===== config.mk =====
export PLATFORM = sky130hd
export DESIGN_NAME = sr_ff_bank_flat
export DESIGN_NICKNAME = d
export VERILOG_FILES = /design/src/rtl/sr_ff_bank_if.sv /design/src/rtl/sr_ff_bank.sv /design/src/flat_wrapper.sv
export SDC_FILE = /design/constraint.sdc
export NUM_CORES = 1
export LEC_CHECK = 0
export CORE_MARGIN = 2
export CORE_UTILIZATION = 49
export CTS_CLUSTER_DIAMETER = 40
export DETAILED_ROUTE_END_ITERATION = 10
export PLACE_DENSITY = 0.92
export SLEW_MARGIN = 20
export SYNTH_ARGS = -nofsm -noshare
export SYNTH_HDL_FRONTEND = slang
export SYNTH_SLANG_ARGS = --single-unit

===== constraint.sdc =====
create_clock -name clk -period 2.5 [get_ports clk]
set_input_delay 0.375 -clock clk [delete_from_list [all_inputs] [get_ports clk]]
set_output_delay 0.375 -clock clk [all_outputs]
set_load 0.02 [all_outputs]

===== src/rtl/sr_ff_bank_if.sv =====
// Bus bundle for sr_ff_bank: per-channel controls in, state and status out.
interface sr_ff_bank_if #(
    parameter int unsigned WIDTH = 8,
    parameter int unsigned CNT_W = 16
);
    logic             en;
    logic [1:0]       mode;
    logic [WIDTH-1:0] s;
    logic [WIDTH-1:0] r;
    logic             clr_stat;
    logic [WIDTH-1:0] q;
    logic [WIDTH-1:0] qn;
    logic [WIDTH-1:0] chg;
    logic             conflict;
    logic [CNT_W-1:0] chg_cnt;

    modport master (
        output en, mode, s, r, clr_stat,
        input  q, qn, chg, conflict, chg_cnt
    );

    modport slave (
        input  en, mode, s, r, clr_stat,
        output q, qn, chg, conflict, chg_cnt
    );
endinterface


===== src/rtl/sr_ff_bank.sv =====
// Bank of WIDTH independent flip-flops, each acting as SR/JK/D/T per the shared mode
// select, with a per-channel change pulse, sticky SR-conflict flag and saturating
// change counter.
module sr_ff_bank #(
    parameter int unsigned      WIDTH    = 8,
    parameter int unsigned      CONFLICT = 0,
    parameter logic [WIDTH-1:0] RST_VAL  = '0,
    parameter int unsigned      CNT_W    = 16
) (
    input logic          clk,
    input logic          rst,
    sr_ff_bank_if.slave  bus
);
    localparam logic [1:0] MODE_SR = 2'b00;
    localparam logic [1:0] MODE_JK = 2'b01;
    localparam logic [1:0] MODE_D  = 2'b10;
    localparam logic [1:0] MODE_T  = 2'b11;

    localparam logic [CNT_W-1:0] CNT_MAX = '1;
    localparam logic [CNT_W-1:0] CNT_ONE = CNT_W'(1);

    logic [WIDTH-1:0] q_q, q_d;
    logic [WIDTH-1:0] diff_q;
    logic [WIDTH-1:0] chg_q;
    logic             conflict_q, conflict_d;
    logic [CNT_W-1:0] cnt_q, cnt_d;
    logic             any_chg;
    logic             conflict_evt;

    // Per-channel next state; holds when disabled.
    always_comb begin
        q_d = q_q;
        if (bus.en) begin
            for (int i = 0; i < WIDTH; i++) begin
                unique case (bus.mode)
                    MODE_SR: begin
                        case ({bus.s[i], bus.r[i]})
                            2'b10: q_d[i] = 1'b1;
                            2'b01: q_d[i] = 1'b0;
                            2'b11: begin
                                case (CONFLICT)
                                    1:       q_d[i] = 1'b1;
                                    2:       q_d[i] = 1'b0;
                                    3:       q_d[i] = ~q_q[i];
                                    default: q_d[i] = q_q[i];
                                endcase
                            end
                            default: q_d[i] = q_q[i];
                        endcase
                    end
                    MODE_JK: begin
                        case ({bus.s[i], bus.r[i]})
                            2'b10:   q_d[i] = 1'b1;
                            2'b01:   q_d[i] = 1'b0;
                            2'b11:   q_d[i] = ~q_q[i];
                            default: q_d[i] = q_q[i];
                        endcase
                    end
                    MODE_D: q_d[i] = bus.s[i];
                    MODE_T: begin
                        // Forced clear outranks toggle.
                        if (bus.r[i]) begin
                            q_d[i] = 1'b0;
                        end else if (bus.s[i]) begin
                            q_d[i] = ~q_q[i];
                        end else begin
                            q_d[i] = q_q[i];
                        end
                    end
                    default: q_d[i] = q_q[i];
                endcase
            end
        end
    end

    // Status next state; an event in the clearing cycle survives the clear.
    always_comb begin
        conflict_evt = bus.en && (bus.mode == MODE_SR) && (|(bus.s & bus.r));
        any_chg      = |(q_d ^ q_q);
        conflict_d   = bus.clr_stat ? conflict_evt : (conflict_q | conflict_evt);
        cnt_d        = cnt_q;
        if (bus.clr_stat) begin
            cnt_d = any_chg ? CNT_ONE : '0;
        end else if (any_chg && (cnt_q != CNT_MAX)) begin
            cnt_d = cnt_q + CNT_ONE;
        end
    end

    // State registers; chg reports the change from the previous edge one cycle later.
    always_ff @(posedge clk) begin
        if (rst) begin
            q_q        <= RST_VAL;
            diff_q     <= '0;
            chg_q      <= '0;
            conflict_q <= 1'b0;
            cnt_q      <= '0;
        end else begin
            q_q        <= q_d;
            diff_q     <= q_d ^ q_q;
            chg_q      <= diff_q;
            conflict_q <= conflict_d;
            cnt_q      <= cnt_d;
        end
    end

    assign bus.q        = q_q;
    assign bus.qn       = ~q_q;
    assign bus.chg      = chg_q;
    assign bus.conflict = conflict_q;
    assign bus.chg_cnt  = cnt_q;
endmodule


===== src/flat_wrapper.sv =====
// flat-port wrapper written by rule: the top's interface ports become plain ports
module sr_ff_bank_flat 
#(
    parameter int unsigned      WIDTH    = 8,
    parameter int unsigned      CONFLICT = 0,
    parameter logic [WIDTH-1:0] RST_VAL  = '0,
    parameter int unsigned      CNT_W    = 16
)
  (clk, rst, bus_en, bus_mode, bus_s, bus_r, bus_clr_stat, bus_q, bus_qn, bus_chg, bus_conflict, bus_chg_cnt);
  sr_ff_bank_if #(.WIDTH(WIDTH), .CNT_W(CNT_W)) bus_i ();
  input logic clk;
  input logic rst;
  input wire logic [$bits(bus_i.en)-1:0] bus_en;
  input wire logic [$bits(bus_i.mode)-1:0] bus_mode;
  input wire logic [$bits(bus_i.s)-1:0] bus_s;
  input wire logic [$bits(bus_i.r)-1:0] bus_r;
  input wire logic [$bits(bus_i.clr_stat)-1:0] bus_clr_stat;
  output wire logic [$bits(bus_i.q)-1:0] bus_q;
  output wire logic [$bits(bus_i.qn)-1:0] bus_qn;
  output wire logic [$bits(bus_i.chg)-1:0] bus_chg;
  output wire logic [$bits(bus_i.conflict)-1:0] bus_conflict;
  output wire logic [$bits(bus_i.chg_cnt)-1:0] bus_chg_cnt;
  assign bus_i.en = bus_en;
  assign bus_i.mode = bus_mode;
  assign bus_i.s = bus_s;
  assign bus_i.r = bus_r;
  assign bus_i.clr_stat = bus_clr_stat;
  assign bus_q = bus_i.q;
  assign bus_qn = bus_i.qn;
  assign bus_chg = bus_i.chg;
  assign bus_conflict = bus_i.conflict;
  assign bus_chg_cnt = bus_i.chg_cnt;
  sr_ff_bank #(.WIDTH(WIDTH), .CONFLICT(CONFLICT), .RST_VAL(RST_VAL), .CNT_W(CNT_W)) u_core (.clk(clk), .rst(rst), .bus(bus_i));
endmodule

; After elaboration in Yosys (flattened, before gate mapping)
; Cells that the tools add are included.
[totals]
ff_bits = 41
input_bits = 22
out_inout_bits = 41
elab_cells = 98
[op_classes]
add_sub_neg = 1
n_eq_ne = 28
n_mux = 45
n_bitwise = 12
n_reduce_logical = 7
[ops]
columns = operator, n
row1 = $eq A2 B2 Y1 const B, 18
row2 = $mux W16, 2
row3 = $pmux W1 S4, 8
row4 = $pmux W1 S3, 8
row5 = $eq A2 B1 Y1 const B, 9
row6 = $mux W1, 18
row7 = $add A16 B1 Y16 const B, 1
row8 = $ne A16 B16 Y1 const B, 1
row9 = $pmux W1 S2, 8
row10 = $reduce_or A8 Y1, 2
row11 = $and A8 B8 Y8, 1
row12 = $mux W8, 1
row13 = $not A1 Y1, 8
row14 = $not A8 Y8, 1
row15 = $xor A8 B8 Y8, 1
row16 = $logic_and A1 B1 Y1, 3
row17 = $logic_not A2 Y1, 1
row18 = $reduce_bool A2 Y1, 1
row19 = $or A1 B1 Y1, 1

; Logic depth before layout (Yosys ltp)
; Gate-level depths: netlist of the first run.
[logic_depth]
word_depth = 10
ltp_mapped = 11
ltp_nobuf = 10

; Worst setup path after synthesis of the first run
; Ideal clock, no wire load.
[synth_timing]
path_kind = flip-flop to flip-flop
from = reg u_core.q_q[0], in the netlist u_core.bus.q[0]
to = reg u_core.cnt_q[0], in the netlist u_core.bus.chg_cnt[0]
setup_time_ns = 0.071
t_arrival_ns = 2.163
required_time_ns = 2.429
setup_slack_ns = 0.266
stages_incl_launch_ff = 11
n_path_buf = 2
synth_period_minus_slack_ns = 2.234
cell_sequence = dfxtp_1 > buf_2 > a21oi_1 > a211o_1 > and2_1 > o2111ai_1 > nand4_1 > o21ai_4 > buf_2 > nand3_1 > a21oi_1
[synth_between]
elab_chain_len = 9
[synth_lines]
columns = element, line_no
row1 = from (decl), sr_ff_bank.sv:22  ; logic [WIDTH-1:0] q_q, q_d;
row2 = from (signal assigned), sr_ff_bank.sv:98  ; q_q <= q_d;
row3 = $not A1 Y1, "sr_ff_bank.sv:55, sr_ff_bank.sv:65"
row4 = $mux W1, sr_ff_bank.sv:64  ; end else if (bus.s[i]) begin
row5 = $mux W1, sr_ff_bank.sv:62  ; if (bus.r[i]) begin
row6 = $pmux W1 S4, sr_ff_bank.sv:35  ; unique case (bus.mode)
row7 = $mux W8, sr_ff_bank.sv:33  ; if (bus.en) begin
row8 = $xor A8 B8 Y8 *, sr_ff_bank.sv:79  ; any_chg = |(q_d ^ q_q);
row9 = $reduce_or A8 Y1 *, sr_ff_bank.sv:79
row10 = $mux W1 / $logic_and A1 B1 Y1 (equally long branches), "sr_ff_bank.sv:83, sr_ff_bank.sv:84"
row11 = $mux W16 / $reduce_bool A2 Y1 (equally long branches), n/a
row12 = to (signal assigned), sr_ff_bank.sv:102  ; cnt_q <= cnt_d;
row13 = to (decl), sr_ff_bank.sv:26  ; logic [CNT_W-1:0] cnt_q, cnt_d;
; Mark *: on every way between the ends. The rest lies on a longest branch, timed or not.
; A chain may end at the register's enable or synchronous reset.

; Final worst setup path of the first run
[layout_timing]
from = in bus_s[5]
to = reg u_core.cnt_q[14], in the netlist u_core.bus.chg_cnt[14]
[layout_between]
elab_chain_len = 8
[layout_lines]
columns = element, line_no
row1 = from (decl), flat_wrapper.sv:15  ; input wire logic [$bits(bus_i.s)-1:0] bus_s;
row2 = "$eq A2 B2 Y1, or another cell as far along", "sr_ff_bank.sv:37, sr_ff_bank.sv:52"
row3 = "$pmux W1 S3, or another cell as far along", sr_ff_bank.sv:52  ; case ({bus.s[i], bus.r[i]})
row4 = $pmux W1 S4 *, sr_ff_bank.sv:35
row5 = $mux W8 *, sr_ff_bank.sv:33
row6 = $xor A8 B8 Y8 *, sr_ff_bank.sv:79
row7 = $reduce_or A8 Y1 *, sr_ff_bank.sv:79
row8 = $logic_and A1 B1 Y1 *, sr_ff_bank.sv:84  ; end else if (any_chg && (cnt_q != CNT_MAX)) begin
row9 = $reduce_bool A2 Y1 (no line) *, n/a
; Marked as above.

==> impl_results.md, run 1 <==
- Run status: finished, violations left
- Violations in the final reports: negative setup slack
- Tcrit/Tclk final: 103%
- Die area: 0.00574 mm2
- Slowest Stage Delay on Critical Path: 550 ps
- End point of the critical path: u_core.bus.chg_cnt[14]$_SDFFE_PP0P_
- Critical path class: primary input to flip-flop
- Synth warn: 0
- Peak supply drop: 313 uV
- Vias: 3057
- Post-Place Setup Slack: -452 ps
- Yosys cell types: 50
- Core Util, Final: 79.4%
- Final setup skew: 16.2 ps
- Largest net degree at the start of global routing: 28
- Crit path DAT: 2750 ps
- Tmin final: 2580 ps
- Worst reg-to-reg path cell count: 9
- Lkg Pwr: 1.61 nW
- DIE WIDTH: 75.8 um
- Slowest cell on the critical path: clkdlybuf4s50_1
- Post-synth EDFFs: 0
- Antenna cells: 0
- Fin nets: 479
- Remaining Overflow, GRT: 0
- Area after DPL: 0.00352 mm2
- Crit path capture type: flip-flop
- Routed Antenna Nets: 0
- H-Tree Depth: 2
- Worst Hold Class: flip-flop to flip-flop
- Starting density of the core: 50.0%
- R2r setup slk: 70 ps
- Sink Count: 41
- Fillers: 298
- Fin. Hold Viols: 0
- Vias in the first global route: 2806
- Max frequency: 388 MHz
- Die Height: 75.8 um
- Number of DRC markers in iteration 0: 316
- Row cnt: 26
- Post-Synthesis Cell Area: 0.00252 mm2
- Reg2Reg Launch Point: u_core.bus.q[1]$_SDFF_PP0_
- Syn_nets: 359
- Rel. slew slack: 70.7%
- Final HPWL DP: 5.26 mm
- Wire per inst: 16.7 um
- Fin area: 0.00401 mm2
- Global-route wire length before repair: 12.7 mm
- Setup violators final: 1
- Critical Path Source Type: primary input
- Post-Layout Cell Count: 511
- DRC viols: 0
- Mapped Cells: 320
- Slew @ Worst Pin: 438 ps
- Slew Limit Fails: 0
- Max Cap Violations: 0
- PwrDens: 492 mW/mm2
- Syn_area_per_cell: 7.89 um2
- Post-synth ARST share: 0%
- PortBufs: 62
- Post-synth top flop: dfxtp_1
- Required time of the critical path: 2670 ps
- CTS buffer count: 5
- Drt pass-1 iters: 5
- Share of cells above drive strength 1: 25.9%
- Hold_ws: 440 ps
- Total GRT Usage: 28.7%
- CTS clk-pin slew, worst paths: 70 ps
- Initial antenna violation count: 0
- Gpl congestion: 0.881
- Number of synthesized register bits: 41
- Dpl cells: 485
- Power Total: 1.97 mW
- Worst-Skew Late Latency: 310 ps
- CTS Root Cell: clkbuf_8
- Worst-path cell chain: clkdlybuf4s50_1 > buf_4 > nor2b_1 > o32ai_1 > nor3_1 > o32a_1 > nand4_4 > buf_4 > or2_4 > a41oi_1 > nor3_1
- CTS tree: yes
- Fin Setup TNS: -78.6 ps
- Part of the Yosys area used for sequential elements: 32.5%
- Area Overhead vs Synth: 58.7%
- # IOs: 63
- CTS max path bufs: 2
- Total Routed Length: 8.54 mm
- Worst r2r dst: u_core.bus.chg_cnt[14]$_SDFFE_PP0P_
- Final setup margin: -78.6 ps
- Critical Path Source: bus_s[5]
- Core area: 0.00504 mm2
- Vias per Instance: 5.98
- Worst-path fanout max: 4
## logic make-up (layout without fill, tap and decap cells)
kind of cell / count (synthesis) / after routing / share of synthesized area [%]
xor gates and xnor gates: 1 / 1 / 0.347
buffers and inverters: 41 / 162 / 7.49
adders and majority gates: 17 / 17 / 8.43
DFF: 41 / 41 / 32.5
muxes: 3 / 3 / 1.19
and+or+nand+nor: 123 / 123 / 25.9
AOI/OAI and AO/OA: 94 / 94 / 24.1
## cell usage after synthesis, drive strengths merged, types with 3 or more instances
| cell type | instances | share of area [%] |
|---|---|---|
| nand2 | 17 | 2.5 |
| clkbuf | 3 | 0.45 |
| buf | 14 | 3.5 |
| inv | 24 | 3.6 |
| nand2b | 3 | 0.74 |
| nor2 | 19 | 2.8 |
| nor4 | 4 | 0.99 |
| a21oi | 33 | 6.5 |
| o2111ai | 5 | 1.7 |
| ha | 17 | 8.4 |
| or3 | 14 | 3.5 |
| nor2b | 20 | 5.0 |
| o32ai | 6 | 2.4 |
| and3 | 5 | 1.2 |
| o21ai | 26 | 5.6 |
| dfxtp | 41 | 33 |
| nand3 | 20 | 4.0 |
| or2 | 4 | 0.99 |
| nor3 | 11 | 2.2 |
| o21a | 4 | 1.2 |
| mux2i | 3 | 1.2 |
## critical path, delay by kind of cell
family | cells | cell delay [ps]
buffers and inverters | 3 | 880
AOI/OAI and AO/OA | 3 | 590
and+or+nand+nor | 5 | 910
## metal layers
| layer | global-route usage [%] | wire length (um) | up-vias |
|---|---|---|---|
| met4 | 12.9 | 333 | 0 |
| met2 | 49.6 | 4230 | 178 |
| li1 | - | - | 1399 |
| met3 | 6.48 | 608 | 33 |
| met5 | 0 | 0 | - |
| met1 | 33.8 | 3370 | 1447 |
## power breakdown
part           internal (mW)  leakage (nW)  total, mW  switching (mW)
sequential             0.682         0.335      0.714          0.0329
clock                  0.402        0.0687      0.663           0.261
combinational          0.304          1.20      0.593           0.289
## flip-flops by register name, indices dropped and copies added (netlist names)
| signal | cells |
|---|---|
| u_core.bus.q | 8 |
| u_core.diff_q | 8 |
| u_core.bus.conflict | 1 |
| u_core.bus.chg_cnt | 16 |
| u_core.bus.chg | 8 |
## final cells by class
type / count / area (um2) / share of cell area (%)
clock buffer: 5 / 68.8 / 1.72
clock inverter: 3 / 68.8 / 1.72
inverter: 24 / 90.1 / 2.25
multi-input combinational: 238 / 1700 / 42.5
sequential: 41 / 822 / 20.5
tap: 70 / 87.6 / 2.19
timing repair buffer: 130 / 1160 / 29.1
## worst min-delay path by stage
stage               slack (ps)                           end  depth (start not counted)                   startpoint
floorplan                  410  u_core.bus.chg[0]$_SDFF_PP0_                          1  u_core.diff_q[0]$_SDFF_PP0_
global placement           420  u_core.bus.chg[3]$_SDFF_PP0_                          1  u_core.diff_q[3]$_SDFF_PP0_
detailed placement         430  u_core.bus.chg[6]$_SDFF_PP0_                          1  u_core.diff_q[6]$_SDFF_PP0_
CTS                        450  u_core.bus.chg[6]$_SDFF_PP0_                          1  u_core.diff_q[6]$_SDFF_PP0_
global route               460  u_core.bus.chg[3]$_SDFF_PP0_                          1  u_core.diff_q[3]$_SDFF_PP0_
finish                     440  u_core.bus.chg[6]$_SDFF_PP0_                          1  u_core.diff_q[6]$_SDFF_PP0_
## what timing repair did
item                                    4_1_cts  5_1_grt
hold buffers                                  0        0
endpoints found under the setup margin       16       16
pin swaps                                    12       15
cloned                                        1        0
setup buffers                                12        5
gates resized for setup                      25       30
## cell usage in the layout, fill, tap and decap left out, drive strengths merged, types with 3 or more instances in the layout
cell type      count
o21ai             26
or3               14
nor4               4
a21oi             33
nor2b             20
inv               25
or2                4
nand2b             3
ha                17
buf               67
clkdlybuf4s50     52
dlygate4sd2        4
and3               5
nand2             17
o21a               4
o32ai              6
dlymetal6s2s       4
nor3              11
clkbuf             7
o2111ai            5
dfxtp             41
nor2              19
nand3             20
mux2i              3
No activity file was read; power rests on OpenSTA's default activity.
==> inputs of run 2 (changes only) <==
--- a/config.mk
+++ b/config.mk
@@ -14,3 +14,4 @@
 export SYNTH_ARGS = -nofsm -noshare
 export SYNTH_HDL_FRONTEND = slang
 export SYNTH_SLANG_ARGS = --single-unit
+export TNS_END_PERCENT = 1
==> impl_results.md, run 2 (synthesized netlist as in run 1, its figures left out) <==
- Run status: finished, violations left
- Violations in the final reports: negative setup slack
- Setup violators final: 7
- Gpl congestion: 0.881
- Worst-path cell chain: clkdlybuf4s50_1 > buf_4 > a21oi_1 > o32ai_2 > nor3_1 > o32a_1 > nand4_4 > o21ai_4 > clkbuf_16 > or3_1 > a21oi_1
- Largest net degree at the start of global routing: 28
- CTS buffer count: 5
- Final HPWL DP: 5.26 mm
- PortBufs: 62
- Sink Count: 41
- Total Routed Length: 8.23 mm
- Crit path capture type: flip-flop
- Lkg Pwr: 1.59 nW
- Final setup skew: 13.3 ps
- Final setup margin: -21.4 ps
- Tmin final: 2520 ps
- Peak supply drop: 302 uV
- Post-Place Setup Slack: -452 ps
- Critical path class: primary input to flip-flop
- Wire per inst: 16.4 um
- Worst Hold Class: flip-flop to flip-flop
- Hold_ws: 441 ps
- Core area: 0.00504 mm2
- Fillers: 316
- Post-Layout Cell Count: 501
- Reg2Reg Launch Point: u_core.bus.q[2]$_SDFF_PP0_
- Critical Path Source: bus_s[5]
- Vias: 2938
- Vias per Instance: 5.86
- RSZ-0062 raised after global routing: true
- Dpl cells: 485
- Fin nets: 469
- Total GRT Usage: 26.6%
- CTS clk-pin slew, worst paths: 90 ps
- Worst reg-to-reg path cell count: 9
- Die Height: 75.8 um
- CTS tree: yes
- Vias in the first global route: 2706
- Tcrit/Tclk final: 101%
- R2r setup slk: 80 ps
- Number of DRC markers in iteration 0: 261
- Max frequency: 397 MHz
- DRC viols: 0
- Critical Path Source Type: primary input
- CTS max path bufs: 2
- Slew @ Worst Pin: 404 ps
- Commonest non-fill, non-tap cell in the layout: buf_4
- Worst-path fanout max: 8
- Hold buffers post-CTS: 0
- Rel. slew slack: 73.0%
- Worst r2r dst: u_core.bus.chg_cnt[12]$_SDFFE_PP0P_
- Antenna cells: 0
- Row cnt: 26
- # IOs: 63
- Slowest cell on the critical path: clkdlybuf4s50_1
- Area Overhead vs Synth: 56.1%
- Commonest non-fill, non-tap cells in the layout: buf_4 (55), clkdlybuf4s50_1 (51), dfxtp_1 (40)
- Power Total: 1.94 mW
- End point of the critical path: u_core.bus.chg_cnt[4]$_SDFFE_PP0P_
- Die area: 0.00574 mm2
- Largest register FFs: 16
- Drt pass-1 iters: 5
- Starting density of the core: 50.0%
- Remaining Overflow, GRT: 0
- Crit path DAT: 2710 ps
- H-Tree Depth: 2
- Required time of the critical path: 2690 ps
- CTS Root Cell: clkbuf_8
- Cell mode on critical path: a21oi_1
- Fin. Hold Viols: 0
- Routed Antenna Nets: 0
- Initial antenna violation count: 0
- DIE WIDTH: 75.8 um
- Share of cells above drive strength 1: 24.6%
- Fin Setup TNS: -109 ps
- PwrDens: 493 mW/mm2
- Worst-Skew Late Latency: 310 ps
- Global-route wire length before repair: 11.9 mm
- Slowest Stage Delay on Critical Path: 480 ps
- Slew Limit Fails: 0
- Max Cap Violations: 0
==> run 2: layout make-up <==
class                      count  area, um2  share of cell area [%]
multi-input combinational    238       1700                    43.2
sequential                    41        822                    20.9
clock buffer                   5       68.8                    1.75
clock inverter                 3       68.8                    1.75
tap                           70       87.6                    2.22
inverter                      24       90.1                    2.29
timing repair buffer         120       1100                    27.9
==> run 2: critical path: cells and delay by family <==
kind / cells / cell delay [ps]
simple gates: 3 / 550
buf+inv: 3 / 870
compound gates: 5 / 920
==> run 2: timing repair <==
action,in CTS,in global routing
setup buffers,2,5
setup endpoints to repair,16,14
resized for setup,14,40
endpoints found under the hold margin,0,0
pin swaps,6,19
gates cloned,0,1
==> run 2: how the worst min path moves through the flow <==
stage | startpoint | end | depth (start not counted)
after floorplan | u_core.diff_q[0]$_SDFF_PP0_ | u_core.bus.chg[0]$_SDFF_PP0_ | 1
after global placement | u_core.diff_q[3]$_SDFF_PP0_ | u_core.bus.chg[3]$_SDFF_PP0_ | 1
after detailed placement | u_core.diff_q[6]$_SDFF_PP0_ | u_core.bus.chg[6]$_SDFF_PP0_ | 1
after CTS | u_core.diff_q[6]$_SDFF_PP0_ | u_core.bus.chg[6]$_SDFF_PP0_ | 1
after global routing | u_core.diff_q[3]$_SDFF_PP0_ | u_core.bus.chg[3]$_SDFF_PP0_ | 1
final | u_core.diff_q[3]$_SDFF_PP0_ | u_core.bus.chg[3]$_SDFF_PP0_ | 1
==> run 2: power breakdown <==
part	total [mW]	switching, mW	leakage [nW]	internal [mW]
combinational	0.566	0.279	1.19	0.287
sequential	0.715	0.0335	0.335	0.681
clock	0.660	0.258	0.0687	0.402
==> run 2: metal layers <==
layer  GRT usage [%]  vias up  wire, um
met1            31.5     1389      3300
met3            5.29       20       560
met2            47.1      157      4190
met5               0        -         0
met4            10.1        0       181
li1                -     1372         -
==> run 2: stage by stage <==
step	instance area (um2)	util [%]
2_1_floorplan	2520	-
3_3_place_gp	3520	69.8
3_5_place_dp	3520	69.8
4_1_cts	3720	73.7
5_1_grt	3940	78.1
6_report	3940	78.1
==> inputs of run 3 (changes only) <==
--- a/config.mk
+++ b/config.mk
@@ -9,9 +9,8 @@
 export CORE_UTILIZATION = 49
 export CTS_CLUSTER_DIAMETER = 40
 export DETAILED_ROUTE_END_ITERATION = 10
+export GPL_TIMING_DRIVEN = 1
 export PLACE_DENSITY = 0.92
-export SLEW_MARGIN = 20
 export SYNTH_ARGS = -nofsm -noshare
 export SYNTH_HDL_FRONTEND = slang
 export SYNTH_SLANG_ARGS = --single-unit
-export TNS_END_PERCENT = 1
==> results of run 3 <==
No change in the layout: final DEF, timing and power equal those of run 1.
